===== src/rtl/face_detect_sdiv_pkg.sv =====
// Shared widths, iteration count and FSM state encoding for the face-detect
// 25s/9s sequential signed divider.
package face_detect_sdiv_pkg;

    localparam int DVD_W = 25;
    localparam int DVS_W = 9;
    localparam int ITERS = 25;
    localparam int CNT_W = 5;

    typedef enum logic [1:0] {
        IDLE,
        CALC,
        FIX,
        DONE
    } state_t;

endpackage


===== src/rtl/face_detect_sdiv_step.sv =====
// One radix-2 restoring division step on magnitudes: shift in a dividend bit,
// trial-subtract the divisor and keep the difference only if it is non-negative.
module face_detect_sdiv_step
    import face_detect_sdiv_pkg::*;
(
    input  logic [DVS_W:0] prem,
    input  logic           dividend_bit,
    input  logic [DVS_W:0] dmag,
    output logic [DVS_W:0] next_prem,
    output logic           qbit
);

    logic [DVS_W+1:0] shifted;
    logic [DVS_W+1:0] trial;

    // The partial remainder stays below the divisor, so the shifted value fits
    // one extra bit and the trial's MSB acts as the borrow flag.
    assign shifted   = {prem, dividend_bit};
    assign trial     = shifted - {1'b0, dmag};
    assign qbit      = ~trial[DVS_W+1];
    assign next_prem = qbit ? trial[DVS_W:0] : shifted[DVS_W:0];

endmodule


===== src/rtl/face_detect_sdiv_25s_9s_seq.sv =====
// Iterative signed divider (25-bit dividend / 9-bit divisor), one quotient bit
// per enabled cycle. Define FACE_DETECT_SDIV_REM_EN to add the remainder port.
module face_detect_sdiv_25s_9s_seq #(
    parameter int ID         = 32'd1,
    parameter int din0_WIDTH = 32'd25,
    parameter int din1_WIDTH = 32'd9,
    parameter int dout_WIDTH = 32'd25
) (
    input  logic                  clk,
    input  logic                  reset,
    input  logic                  ce,
    input  logic                  in_valid,
    output logic                  in_ready,
    input  logic [din0_WIDTH-1:0] din0,
    input  logic [din1_WIDTH-1:0] din1,
    output logic                  out_valid,
    input  logic                  out_ready,
    output logic [dout_WIDTH-1:0] dout,
`ifdef FACE_DETECT_SDIV_REM_EN
    output logic [din1_WIDTH-1:0] rem,
`endif
    output logic                  div0
);

    import face_detect_sdiv_pkg::*;

    // ID is only an instance tag; folding it in as zero keeps it referenced.
    localparam logic [CNT_W-1:0] LAST = CNT_W'(ITERS - 1 + (ID - ID));

    state_t           state;
    logic [DVD_W-1:0] work;
    logic [DVS_W:0]   prem;
    logic [DVS_W:0]   dmag;
    logic [CNT_W-1:0] count;
    logic             q_neg;
    logic             zero_div;
`ifdef FACE_DETECT_SDIV_REM_EN
    logic             r_neg;
    logic [DVS_W-1:0] din0_low;
`endif

    logic [DVD_W-1:0] din0_mag;
    logic [DVS_W:0]   din1_ext;
    logic [DVS_W:0]   din1_mag;
    logic [DVS_W:0]   next_prem;
    logic             qbit;

    assign din0_mag = din0[DVD_W-1] ? (~din0 + 1'b1) : din0;
    assign din1_ext = {din1[DVS_W-1], din1};
    assign din1_mag = din1_ext[DVS_W] ? (~din1_ext + 1'b1) : din1_ext;

    face_detect_sdiv_step u_step (
        .prem         (prem),
        .dividend_bit (work[DVD_W-1]),
        .dmag         (dmag),
        .next_prem    (next_prem),
        .qbit         (qbit)
    );

    // work shifts dividend bits out of the top while quotient bits enter at the bottom.
    always_ff @(posedge clk) begin
        if (reset) begin
            state     <= IDLE;
            in_ready  <= 1'b1;
            out_valid <= 1'b0;
            dout      <= '0;
            div0      <= 1'b0;
            work      <= '0;
            prem      <= '0;
            dmag      <= '0;
            count     <= '0;
            q_neg     <= 1'b0;
            zero_div  <= 1'b0;
`ifdef FACE_DETECT_SDIV_REM_EN
            rem       <= '0;
            r_neg     <= 1'b0;
            din0_low  <= '0;
`endif
        end else if (ce) begin
            case (state)
                IDLE: begin
                    if (in_valid) begin
                        in_ready <= 1'b0;
                        work     <= din0_mag;
                        dmag     <= din1_mag;
                        prem     <= '0;
                        count    <= LAST;
                        q_neg    <= din0[DVD_W-1] ^ din1[DVS_W-1];
                        zero_div <= (din1 == '0);
`ifdef FACE_DETECT_SDIV_REM_EN
                        r_neg    <= din0[DVD_W-1];
                        din0_low <= din0[DVS_W-1:0];
`endif
                        state    <= (din1 == '0) ? FIX : CALC;
                    end
                end
                CALC: begin
                    prem <= next_prem;
                    work <= {work[DVD_W-2:0], qbit};
                    if (count == '0) begin
                        state <= FIX;
                    end else begin
                        count <= count - 1'b1;
                    end
                end
                FIX: begin
                    if (zero_div) begin
                        dout <= '0;
                        div0 <= 1'b1;
`ifdef FACE_DETECT_SDIV_REM_EN
                        rem  <= din0_low;
`endif
                    end else begin
                        dout <= q_neg ? (~work + 1'b1) : work;
                        div0 <= 1'b0;
`ifdef FACE_DETECT_SDIV_REM_EN
                        rem  <= r_neg ? (~prem[DVS_W-1:0] + 1'b1) : prem[DVS_W-1:0];
`endif
                    end
                    out_valid <= 1'b1;
                    state     <= DONE;
                end
                DONE: begin
                    if (out_ready) begin
                        out_valid <= 1'b0;
                        in_ready  <= 1'b1;
                        state     <= IDLE;
                    end
                end
                default: begin
                    state     <= IDLE;
                    in_ready  <= 1'b1;
                    out_valid <= 1'b0;
                end
            endcase
        end
    end

endmodule


===== config.mk =====
export PLATFORM = sky130hd
export DESIGN_NAME = face_detect_sdiv_25s_9s_seq
export DESIGN_NICKNAME = d
export VERILOG_FILES = /design/src/rtl/face_detect_sdiv_pkg.sv /design/src/rtl/face_detect_sdiv_step.sv /design/src/rtl/face_detect_sdiv_25s_9s_seq.sv
export SDC_FILE = /design/constraint.sdc
export NUM_CORES = 1
export LEC_CHECK = 0
export BUFFER_PORTS_ARGS = -buffer_cell sky130_fd_sc_hd__buf_2
export CAP_MARGIN = 20
export CORE_MARGIN = 4
export CORE_UTILIZATION = 58
export DETAILED_ROUTE_END_ITERATION = 10
export PLACE_DENSITY = 0.88
export SYNTH_ARGS = -nofsm -noshare
export SYNTH_HDL_FRONTEND = slang
export SYNTH_SLANG_ARGS = --single-unit

===== constraint.sdc =====
create_clock -name clk -period 3.3 [get_ports clk]
set_input_delay 0 -clock clk [delete_from_list [all_inputs] [get_ports clk]]
set_output_delay 0 -clock clk [all_outputs]
set_load 0.005 [all_outputs]

* Word level (Yosys, flattened, before mapping)
Cells that the tools add are included.
** Storage, ports and cells
- Input bits :: 39
- Register bits :: 82
- Output and inout bits :: 28
** Cells by class
- $add $sub $neg :: 5
- Eq/ne operators :: 7
- Reductions and logical operators :: 13
- Bitwise operators :: 5
- Mux-type cells :: 23
** Operators by type and width (number)
- $mux W25 :: 4
- $add A25 B1 Y25 const B :: 2
- $not A25 Y25 :: 2
- $pmux W25 S2 :: 1
- $mux W10 :: 3
- $pmux W10 S2 :: 1
- $reduce_and A4 Y1 :: 3
- $sub A11 B10 Y11 :: 1
- $add A10 B1 Y10 const B :: 1
- $mux W5 :: 2
- $not A10 Y10 :: 1
- $pmux W5 S2 :: 1
- $logic_not A9 Y1 :: 1
- $reduce_and A3 Y1 :: 3
- $mux W2 :: 4
- $ne A2 B2 Y1 const B :: 4
- $pmux W2 S4 :: 1
- $reduce_bool A2 Y1 :: 3
- $logic_not A5 Y1 :: 1
- $sub A5 B1 Y5 const B :: 1
- $eq A2 B2 Y1 const B :: 2
- $mux W1 :: 4
- $pmux W1 S2 :: 2
- $eq A2 B1 Y1 const B :: 1
- 4 further kinds :: 4

* Logic depth before layout (Yosys ltp)
Gate-level depths: netlist of run 1.
- Word-level depth :: 5
- Gate-level depth with buffers :: 10
- Mapped depth without buffers :: 9

* Modules after synthesis
Synthesis of run 1 repeated with hierarchy kept, for this count alone.
** Unflattened totals
- Cell total of the unflattened synthesis :: 645
- Area, all modules :: 5163.7 sq um
** By module, submodules not included
- face_detect_sdiv_25s_9s_seq :: seq. area each 1641.6 sq um, cells an instance 567, area an instance 4529.3 sq um, instances 1
- face_detect_sdiv_step :: seq. area each 0.0 sq um, cells an instance 78, area an instance 634.4 sq um, instances 1

* Worst setup path after synthesis of run 1
Ideal clock, no wire load.
- Kind :: register -> register
- Start :: register work[24]
- End :: register prem[1]
- Path slack :: 905 ps
- Cell stages (with the launch flop) :: 11
- Required time :: 3183 ps
- Data arrival time :: 2278 ps
- Cell sequence :: dfxtp_1 inv_1 ha_1 fa_1 nand2b_1 a21oi_1 o31ai_1 xnor2_1 clkbuf_1 nand2_1 a32o_1
** Between the ends
- Cells in the longest elaborated chain, start to end :: 3
** Ends and longest elaborated chain
- from (decl) :: RTL line face_detect_sdiv_25s_9s_seq.sv:31 : logic [DVD_W-1:0] work;
- from (signal assigned) :: RTL line face_detect_sdiv_25s_9s_seq.sv:84 : work <= din0_mag;
- from (signal assigned) :: RTL line face_detect_sdiv_25s_9s_seq.sv:99 : work <= {work[DVD_W-2:0], qbit};
- $sub A11 B10 Y11 :: RTL line face_detect_sdiv_step.sv:19 : assign trial = shifted - {1'b0, dmag};
- $mux W10 :: RTL line face_detect_sdiv_step.sv:21 : assign next_prem = qbit ? trial[DVS_W:0] : shifted[DVS_W:0];
- $pmux W10 S2 :: RTL line face_detect_sdiv_25s_9s_seq.sv:80 : case (state)
- to (signal assigned) :: RTL line face_detect_sdiv_25s_9s_seq.sv:98 : prem <= next_prem;
- to (decl) :: RTL line face_detect_sdiv_25s_9s_seq.sv:32 : logic [DVS_W:0] prem;
No other way between the ends.
A chain may end at the register's enable or synchronous reset.

* Final worst setup path of run 1
Same ends and word-level chain as after synthesis.

==> results of run 1 <==
-- worst max-delay path: cells and delay by family, from the launching register on --
family                     cells  cell delay [ns]
AOI/OAI and AO/OA              3             0.68
xor gates and xnor gates       1             0.48
adders and majority gates      2             0.62
buffers and inverters          1             0.09
DFF                            1             0.36
and+or+nand+nor                2             0.36
-- where the power goes --
part	total [uW]	leakage [uW]	internal [uW]	switching, uW
registers	1150	0.000665	1070	85.6
clock network	770	0.0000988	363	407
logic	1280	0.00157	523	753
-- synth_stat cells, types with 4 or more instances --
cell | count | area share [%]
sky130_fd_sc_hd__nand3_1 | 22 | 2.2
sky130_fd_sc_hd__nand2b_1 | 12 | 1.5
sky130_fd_sc_hd__ha_1 | 19 | 4.8
sky130_fd_sc_hd__a22oi_1 | 9 | 1.4
sky130_fd_sc_hd__o21ai_0 | 27 | 2.8
sky130_fd_sc_hd__xor2_1 | 24 | 4.3
sky130_fd_sc_hd__buf_1 | 4 | 0.31
sky130_fd_sc_hd__a211oi_1 | 8 | 1.2
sky130_fd_sc_hd__xnor2_1 | 35 | 6.2
sky130_fd_sc_hd__clkbuf_1 | 30 | 2.3
sky130_fd_sc_hd__nand2_1 | 71 | 5.4
sky130_fd_sc_hd__o41ai_1 | 7 | 1.2
sky130_fd_sc_hd__a22o_1 | 18 | 3.2
sky130_fd_sc_hd__nor2_1 | 46 | 3.5
sky130_fd_sc_hd__inv_1 | 26 | 2.0
sky130_fd_sc_hd__or4_1 | 6 | 0.92
sky130_fd_sc_hd__nor3_1 | 15 | 1.5
sky130_fd_sc_hd__nor2b_1 | 4 | 0.51
sky130_fd_sc_hd__mux2i_1 | 7 | 1.4
sky130_fd_sc_hd__and3_1 | 6 | 0.76
sky130_fd_sc_hd__a21oi_1 | 38 | 3.9
sky130_fd_sc_hd__dfxtp_1 | 82 | 33
sky130_fd_sc_hd__a31oi_1 | 7 | 0.89
sky130_fd_sc_hd__o31ai_1 | 14 | 2.1
sky130_fd_sc_hd__or3_1 | 17 | 2.2
sky130_fd_sc_hd__o221ai_1 | 12 | 2.1
-- through the flow --
step	hold WS (ns)	setup slack [ns]	util [%]	cell area (um^2)
4_1_cts	0.00187	0.634	67.6	5550
5_1_grt	0.0383	0.387	67.6	5550
3_5_place_dp	0.292	0.657	64.7	5320
3_3_place_gp	0.284	0.813	64.7	5320
6_report	0.00991	0.615	67.6	5550
2_1_floorplan	0.136	0.905	-	4910
-- per-layer routing --
layer	part of all wire, %	track usage, %	up-vias
li1	-	-	2302
met1	42	34.0	2225
met2	47	42.5	211
met4	2.5	11.0	0
met5	0	0	-
met3	7.8	5.21	28
-- layout make-up --
class	count	area (um^2)	share of cell area, %
clock inverter	7	82.6	1.49
tap	105	131	2.37
clock buffer	9	124	2.23
sequential	82	1640	29.6
timing repair buffer	79	435	7.84
multi-input combinational	465	3040	54.8
inverter	26	97.6	1.76
-- logic make-up after synthesis --
family / share of synthesized area (%)
adder cells (fa/ha/maj): 5.25
flip-flops: 33.4
buffers and inverters: 4.69
multiplexers: 1.66
AO/OA/AOI/OAI: 22.8
AND/OR/NAND/NOR: 21.7
XOR/XNOR: 10.5
-- final timing paths --
path,to,slack (ns)
max,prem[1],0.61
max reg2reg,prem[1],0.61
min,dmag[1],0.01
min reg2reg,dmag[7],0.46
-- state kept, by name, indices dropped and copies added (netlist names) --
name	cells
state	2
work	25
in_ready	1
q_neg	1
count	5
out_valid	1
dout	25
prem	10
zero_div	1
div0	1
dmag	10
==> metrics.log, run 1 <==
INFO  metric cts_resized = 0
INFO  metric global_route.overflow_total = 0
INFO  metric n_antenna_cell = 0
INFO  metric design.die.area = between 10,000 and 15,000 um^2
INFO  metric crit_required = 3.56 ns
INFO  metric cts_tree = yes
INFO  metric async_flop_share = 0%
INFO  metric yosys.cell_types.count = 55
INFO  metric final_common_cell = sky130_fd_sc_hd__dfxtp_1
INFO  metric syn-instance-count = 608
INFO  metric drc = 0
INFO  metric finalWeightedCongestion = between 0.9 and 1
INFO  metric period_utilization = between 80 and 90%
INFO  metric drive_gt1_share = between 10% and 20%
INFO  metric hpwl = approximately 9500 um
INFO  metric htree_levels = 3
INFO  metric power.static_leakage = 0.00234 uW
INFO  metric grt_max_degree = 52
INFO  metric clock_sinks = 82
INFO  metric ctsLongestPathBuffers = 2
INFO  metric min_path_cells = 3
INFO  metric netlist_area_before_placement = between 4000 and 5000 um^2
INFO  metric run_status = completed
INFO  metric clk_pin_slew = roughly 0.09 ns
INFO  metric wl_per_cell = about 17 um
INFO  metric syn_to_final_growth = 13.0%
INFO  metric clk_root_buffer_cell = sky130_fd_sc_hd__clkbuf_8
INFO  metric path_class = reg2reg
INFO  metric synthesized_net_count = 667
INFO  metric fp.coreArea = between 8000 and 9000 um^2
INFO  metric detail_route.vias_per_cell = 6.17
INFO  metric grt_pass1_wl = 21,400 um
INFO  metric synth-seq-cells = 82
INFO  metric grt_antenna_before_repair = 0
INFO  metric first_iter_violations = slightly below 400
INFO  metric dr.pass1.iters = 5
INFO  metric io_pins = 67
INFO  metric postCtsSetupRepairBufs = 0
INFO  metric post-route-min-period = ~2.7 ns
INFO  metric die_h = approximately 100 um
INFO  metric critical-path-max-stage-delay = 0.48 ns
INFO  metric drv_slew = 0
INFO  metric std_cell_rows = 33
INFO  metric finalNetCount = 722
INFO  metric worstSetupStartpointType = flop
INFO  metric ir_drop = 314 uV
INFO  metric antenna_violating_nets_post_route = 0
INFO  metric synth_seq_area_share = about a third
INFO  metric via_count = around 4,800
INFO  metric place.port_buffers = 66
INFO  metric timing.clock.skew = 0.00837 ns
INFO  metric grtUsageTotal = 26.2%
INFO  metric worst-endpoint-arrival = 2.95 ns
INFO  metric holdCritPathClass = in2reg
INFO  metric yosys_most_used_dff = sky130_fd_sc_hd__dfxtp_1
INFO  metric power.density_cell_area = 576 nW/um^2
INFO  metric timing.rr.start = work[24]
INFO  metric max_slew.worst_pin.slew = 0.897 ns
INFO  metric n_fill_cell = approximately 670
INFO  metric grt_pass1_vias = ~4,500
INFO  metric startpoint = work[24]
INFO  metric setup_repair_after_global_routing_missed_its_margin = no
INFO  metric critical_path_peak_fanout = 8
INFO  metric clock_latency = about 0.37 ns
INFO  metric synth.avg_cell_area = 8.08 um^2
INFO  metric worst_setup_end_kind = flop
INFO  metric most-common-layout-cells = 82 x sky130_fd_sc_hd__dfxtp_1, 71 x sky130_fd_sc_hd__nand2_1, 66 x sky130_fd_sc_hd__buf_2
INFO  metric min-delay-start = din1[1]
INFO  metric max_freq = ~370 MHz
INFO  metric hold_viol = 0
INFO  metric post_layout_nonfiller_instances = slightly below 800
INFO  metric max_cap_violations = 0
INFO  metric post_cts_hold_buffer_count = 3
INFO  metric effective_utilization_at_floorplan = 59.8%
INFO  metric synth_edf_count = 0
INFO  metric finalWirelength = 12,800 um
INFO  metric worst-r2r-cell-count = 9
INFO  metric critical_path.cell_chain = inv_1 -> ha_1 -> fa_1 -> nand2b_1 -> a21oi_1 -> o31ai_1 -> xor2_1 -> nand2_1 -> a32o_1
INFO  metric timing.max_slew.rel_slack = 40.2%
INFO  metric p_total = 3200 uW
INFO  metric placed_cells = 754
INFO  metric total_negative_slack_for_setup_checks = 0 ns
INFO  metric die_w = 100 um
INFO  metric yosysWarningCount = 0
INFO  metric setup_viol = 0
INFO  metric cts_buffers = 9
INFO  metric critPathSlowestCell = sky130_fd_sc_hd__xor2_1
(Power assumes the default switching activity.)
==> run 2, diff against run 1 <==
--- a/config.mk
+++ b/config.mk
@@ -5,12 +5,13 @@
 export SDC_FILE = /design/constraint.sdc
 export NUM_CORES = 1
 export LEC_CHECK = 0
+export ABC_AREA = 1
 export BUFFER_PORTS_ARGS = -buffer_cell sky130_fd_sc_hd__buf_2
 export CAP_MARGIN = 20
 export CORE_MARGIN = 4
-export CORE_UTILIZATION = 58
+export CORE_UTILIZATION = 59
 export DETAILED_ROUTE_END_ITERATION = 10
-export PLACE_DENSITY = 0.88
+export PLACE_DENSITY = 0.89
 export SYNTH_ARGS = -nofsm -noshare
 export SYNTH_HDL_FRONTEND = slang
 export SYNTH_SLANG_ARGS = --single-unit
==> constraint.sdc (replaced) <==
create_clock -name clk -period 2.6 [get_ports clk]
set_input_delay 0 -clock clk [delete_from_list [all_inputs] [get_ports clk]]
set_output_delay 0 -clock clk [all_outputs]
set_load 0.005 [all_outputs]
==> metrics.log, run 2 <==
INFO  metric finalNetCount = around 1,000
INFO  metric max_slew.worst_pin.slew = 0.872 ns
INFO  metric compound_cell_area_share_of_the_yosys_netlist = between 10% and 20%
INFO  metric postCtsSetupRepairBufs = 0
INFO  metric drive_gt1_share = 12.5%
INFO  metric clock_sinks = 82
INFO  metric post-route-min-period = between 2 and 2.5 ns
INFO  metric yosys_most_used_dff = sky130_fd_sc_hd__dfxtp_1
INFO  metric fin_hold_ws = 0.0111 ns
INFO  metric crit_required = about 2.8 ns
INFO  metric worst_setup_end_kind = flop
INFO  metric synthMuxAreaShare = 0%
INFO  metric worst-r2r-cell-count = 11
INFO  metric global_route.overflow_total = 0
INFO  metric post-place-ws = 0.622 ns
INFO  metric critical_path.top_delay_family = simple AND/OR/NAND/NOR gates
INFO  metric max_cap_violations = 0
INFO  metric grt_pass1_vias = 5,455
INFO  metric n_fill_cell = 763
INFO  metric post_cts_hold_buffer_count = 10
INFO  metric critical_path_peak_fanout = 10
INFO  metric drc = 0
INFO  metric synthSimpleGateAreaFrac = 32.9%
INFO  metric cts_buffers = 9
INFO  metric setup_repair_after_global_routing_missed_its_margin = no
INFO  metric grtUsageTotal = 26.9%
INFO  metric timing.clock.skew = between 0.009 and 0.01 ns
INFO  metric dr.pass1.iters = 5
INFO  metric synthDominantCellAreaShare = 30.0%
INFO  metric ctsLongestPathBuffers = 2
INFO  metric power.density_cell_area = 622 nW/um^2
INFO  metric effective_utilization_at_floorplan = 61.6%
INFO  metric total_negative_slack_for_setup_checks = 0 ns
INFO  metric synth.largest_area_cell = sky130_fd_sc_hd__dfxtp_1
INFO  metric grt_pass1_wl = between 20,000 and 25,000 um
INFO  metric timing.max_slew.rel_slack = 41.6%
INFO  metric detail_route.vias_per_cell = 5.64
INFO  metric ir_drop = 321 uV
INFO  metric synthesized_net_count = 942
INFO  metric yosys.area_share.xor_xnor = between 2 and 2.5%
INFO  metric timing.critical_path.buf_inv = 2
INFO  metric synth_edf_count = 0
INFO  metric design.die.area = between 10,000 and 15,000 um^2
INFO  metric finalWeightedCongestion = 0.939
INFO  metric hold_viol = 0
INFO  metric async_flop_share = 0%
INFO  metric place.port_buffers = between 60 and 70
INFO  metric holdCritPathClass = in2reg
INFO  metric setup_viol = 0
INFO  metric synth-seq-cells = 82
INFO  metric grt_antenna_before_repair = 0
INFO  metric finalWirelength = 14,600 um
INFO  metric period_utilization = roughly four fifths
INFO  metric clk_pin_slew = 0.09 ns
INFO  metric cts_tree = yes
INFO  metric drv_slew = 0
INFO  metric largest_registers = dout (25), work (25)
INFO  metric synth_adder_area_share = 4.70%
INFO  metric clk_root_buffer_cell = sky130_fd_sc_hd__clkbuf_8
INFO  metric worstSetupStartpointType = flop
INFO  metric max_freq = 489 MHz
INFO  metric most-common-layout-cells = 224 x sky130_fd_sc_hd__nand2_1, 115 x sky130_fd_sc_hd__inv_1, 97 x sky130_fd_sc_hd__a21oi_1
INFO  metric clock_latency = 0.36 ns
INFO  metric synth.avg_cell_area = just over 6 um^2
INFO  metric critical-path-max-stage-delay = 0.42 ns
INFO  metric netlist_area_before_placement = roughly 5500 um^2
INFO  metric via_count = around 6,000
INFO  metric cts_resized = 0
INFO  metric netlist_top_cells_area = sky130_fd_sc_hd__dfxtp_1 30%, sky130_fd_sc_hd__nand2_1 15%, sky130_fd_sc_hd__a21oi_1 8.9%
INFO  metric fp.coreArea = 8890 um^2
INFO  metric std_cell_rows = 34
INFO  metric cell_type_with_the_highest_occurrence_count_on_the_critical_path = sky130_fd_sc_hd__nand3_1
INFO  metric run_status = completed
INFO  metric first_iter_violations = 560
INFO  metric wl_per_cell = ~14 um
INFO  metric critPathSlowestCell = sky130_fd_sc_hd__fa_1
INFO  metric die_w = 104 um
INFO  metric die_h = 104 um
INFO  metric post_dp_cell_area = 5860 um^2
INFO  metric power.static_leakage = 0.00297 uW
INFO  metric path_class = reg2reg
INFO  metric multi_input_area = around 3200 um^2
INFO  metric layout.core_utilization = 69.3%
INFO  metric syn_to_final_growth = 12.4%
INFO  metric n_antenna_cell = 0
INFO  metric synth_seq_area_share = roughly 30%
INFO  metric synthMostInstantiatedCell = sky130_fd_sc_hd__nand2_1
INFO  metric io_pins = 67
INFO  metric grt_max_degree = 54
INFO  metric antenna_violating_nets_post_route = 0
INFO  metric register_area = approximately 1600 um^2
INFO  metric final_common_cell = sky130_fd_sc_hd__nand2_1
INFO  metric yosys.cell_types.count = 38
INFO  metric syn-instance-count = ~880
INFO  metric critical_path_depth = 11
INFO  metric min_path_cells = 5
INFO  metric stdcell_area = 6160 um^2
INFO  metric yosys-top-cells-count = 224 x sky130_fd_sc_hd__nand2_1, 115 x sky130_fd_sc_hd__inv_1, 97 x sky130_fd_sc_hd__a21oi_1
INFO  metric yosysWarningCount = 0
INFO  metric htree_levels = 3
INFO  metric critical_path.cell_chain = inv_1 -> ha_1 -> fa_1 -> inv_1 -> nand3_1 -> nand3_1 -> nand2_1 -> nand2_2 -> nand2_1 -> nand3_1 -> a21oi_1
INFO  metric hpwl = 10,300 um
INFO  metric postLayoutSetupSlackWorst = 0.554 ns
INFO  metric worst-endpoint-arrival = 2.27 ns
INFO  metric synth_top_family_by_area = simple AND/OR/NAND/NOR gates
==> run 2: cell count changes after synthesis, sizes merged, moves of 13 or more <==
cell	before	now
nand2	71	230
a21oi	38	99
xnor2	35	3
nand3	22	89
buf	5	18
clkbuf	30	14
or3	18	0
nor2	46	75
o21ai	27	75
inv	26	121
a22o	18	0
==> run 2: worst reg2reg max path: cells and delay by family (launching register included) <==
| family | cells | cell delay, ns |
|---|---|---|
| simple gates | 6 | 0.70 |
| flops | 1 | 0.35 |
| compound gates | 1 | 0.07 |
| buf+inv | 2 | 0.18 |
| fa+ha+maj | 2 | 0.63 |
==> run 2: area by class of cell <==
cell class / count / share of cell area, %
clock buffers: 10 / 2.23
clock inverters: 6 / 1.06
inverters: 121 / 7.37
multi-input cells: 648 / 52.5
flip-flops and latches: 82 / 26.6
well taps: 108 / 2.19
repair buffers: 84 / 7.96
==> run 2: final timing paths <==
check | from | end | slack, ns
worst min-delay path | din1[4] | dmag[4] | 0.01
worst max-delay path | work[24] | prem[2] | 0.55
worst min register to register | dout[13] | dout[13] | 0.46
worst max register to register | work[24] | prem[2] | 0.55
==> run 2: per-stage QoR <==
stage	power, uW	cells
final	3830	1059
after global routing	4100	1059
after CTS	3800	1059
after detailed placement	2830	1033
after global placement	2800	1033
after floorplan	2520	883
==> run 2: kinds of logic after synthesis <==
kind of cell               count (synthesis)
DFF                                       82
xor gates and xnor gates                  15
buffers and inverters                    153
adders and majority gates                 20
and+or+nand+nor                          418
AOI/OAI and AO/OA                        195
==> run 2: report_power, final <==
part	internal (uW)	total (uW)	switching (uW)
Clock	472	956	484
Sequential	1360	1470	112
Combinational	483	1400	917
Total	2320	3830	1510
==> run 2: per-layer routing <==
metal | wire (um) | GRT usage [%] | part of all wire (%)
met5 | 0 | 0 | 0
met4 | 275 | 9.59 | 1.9
met3 | 1170 | 3.97 | 8.0
met2 | 6690 | 43.4 | 46
met1 | 6440 | 36.5 | 44
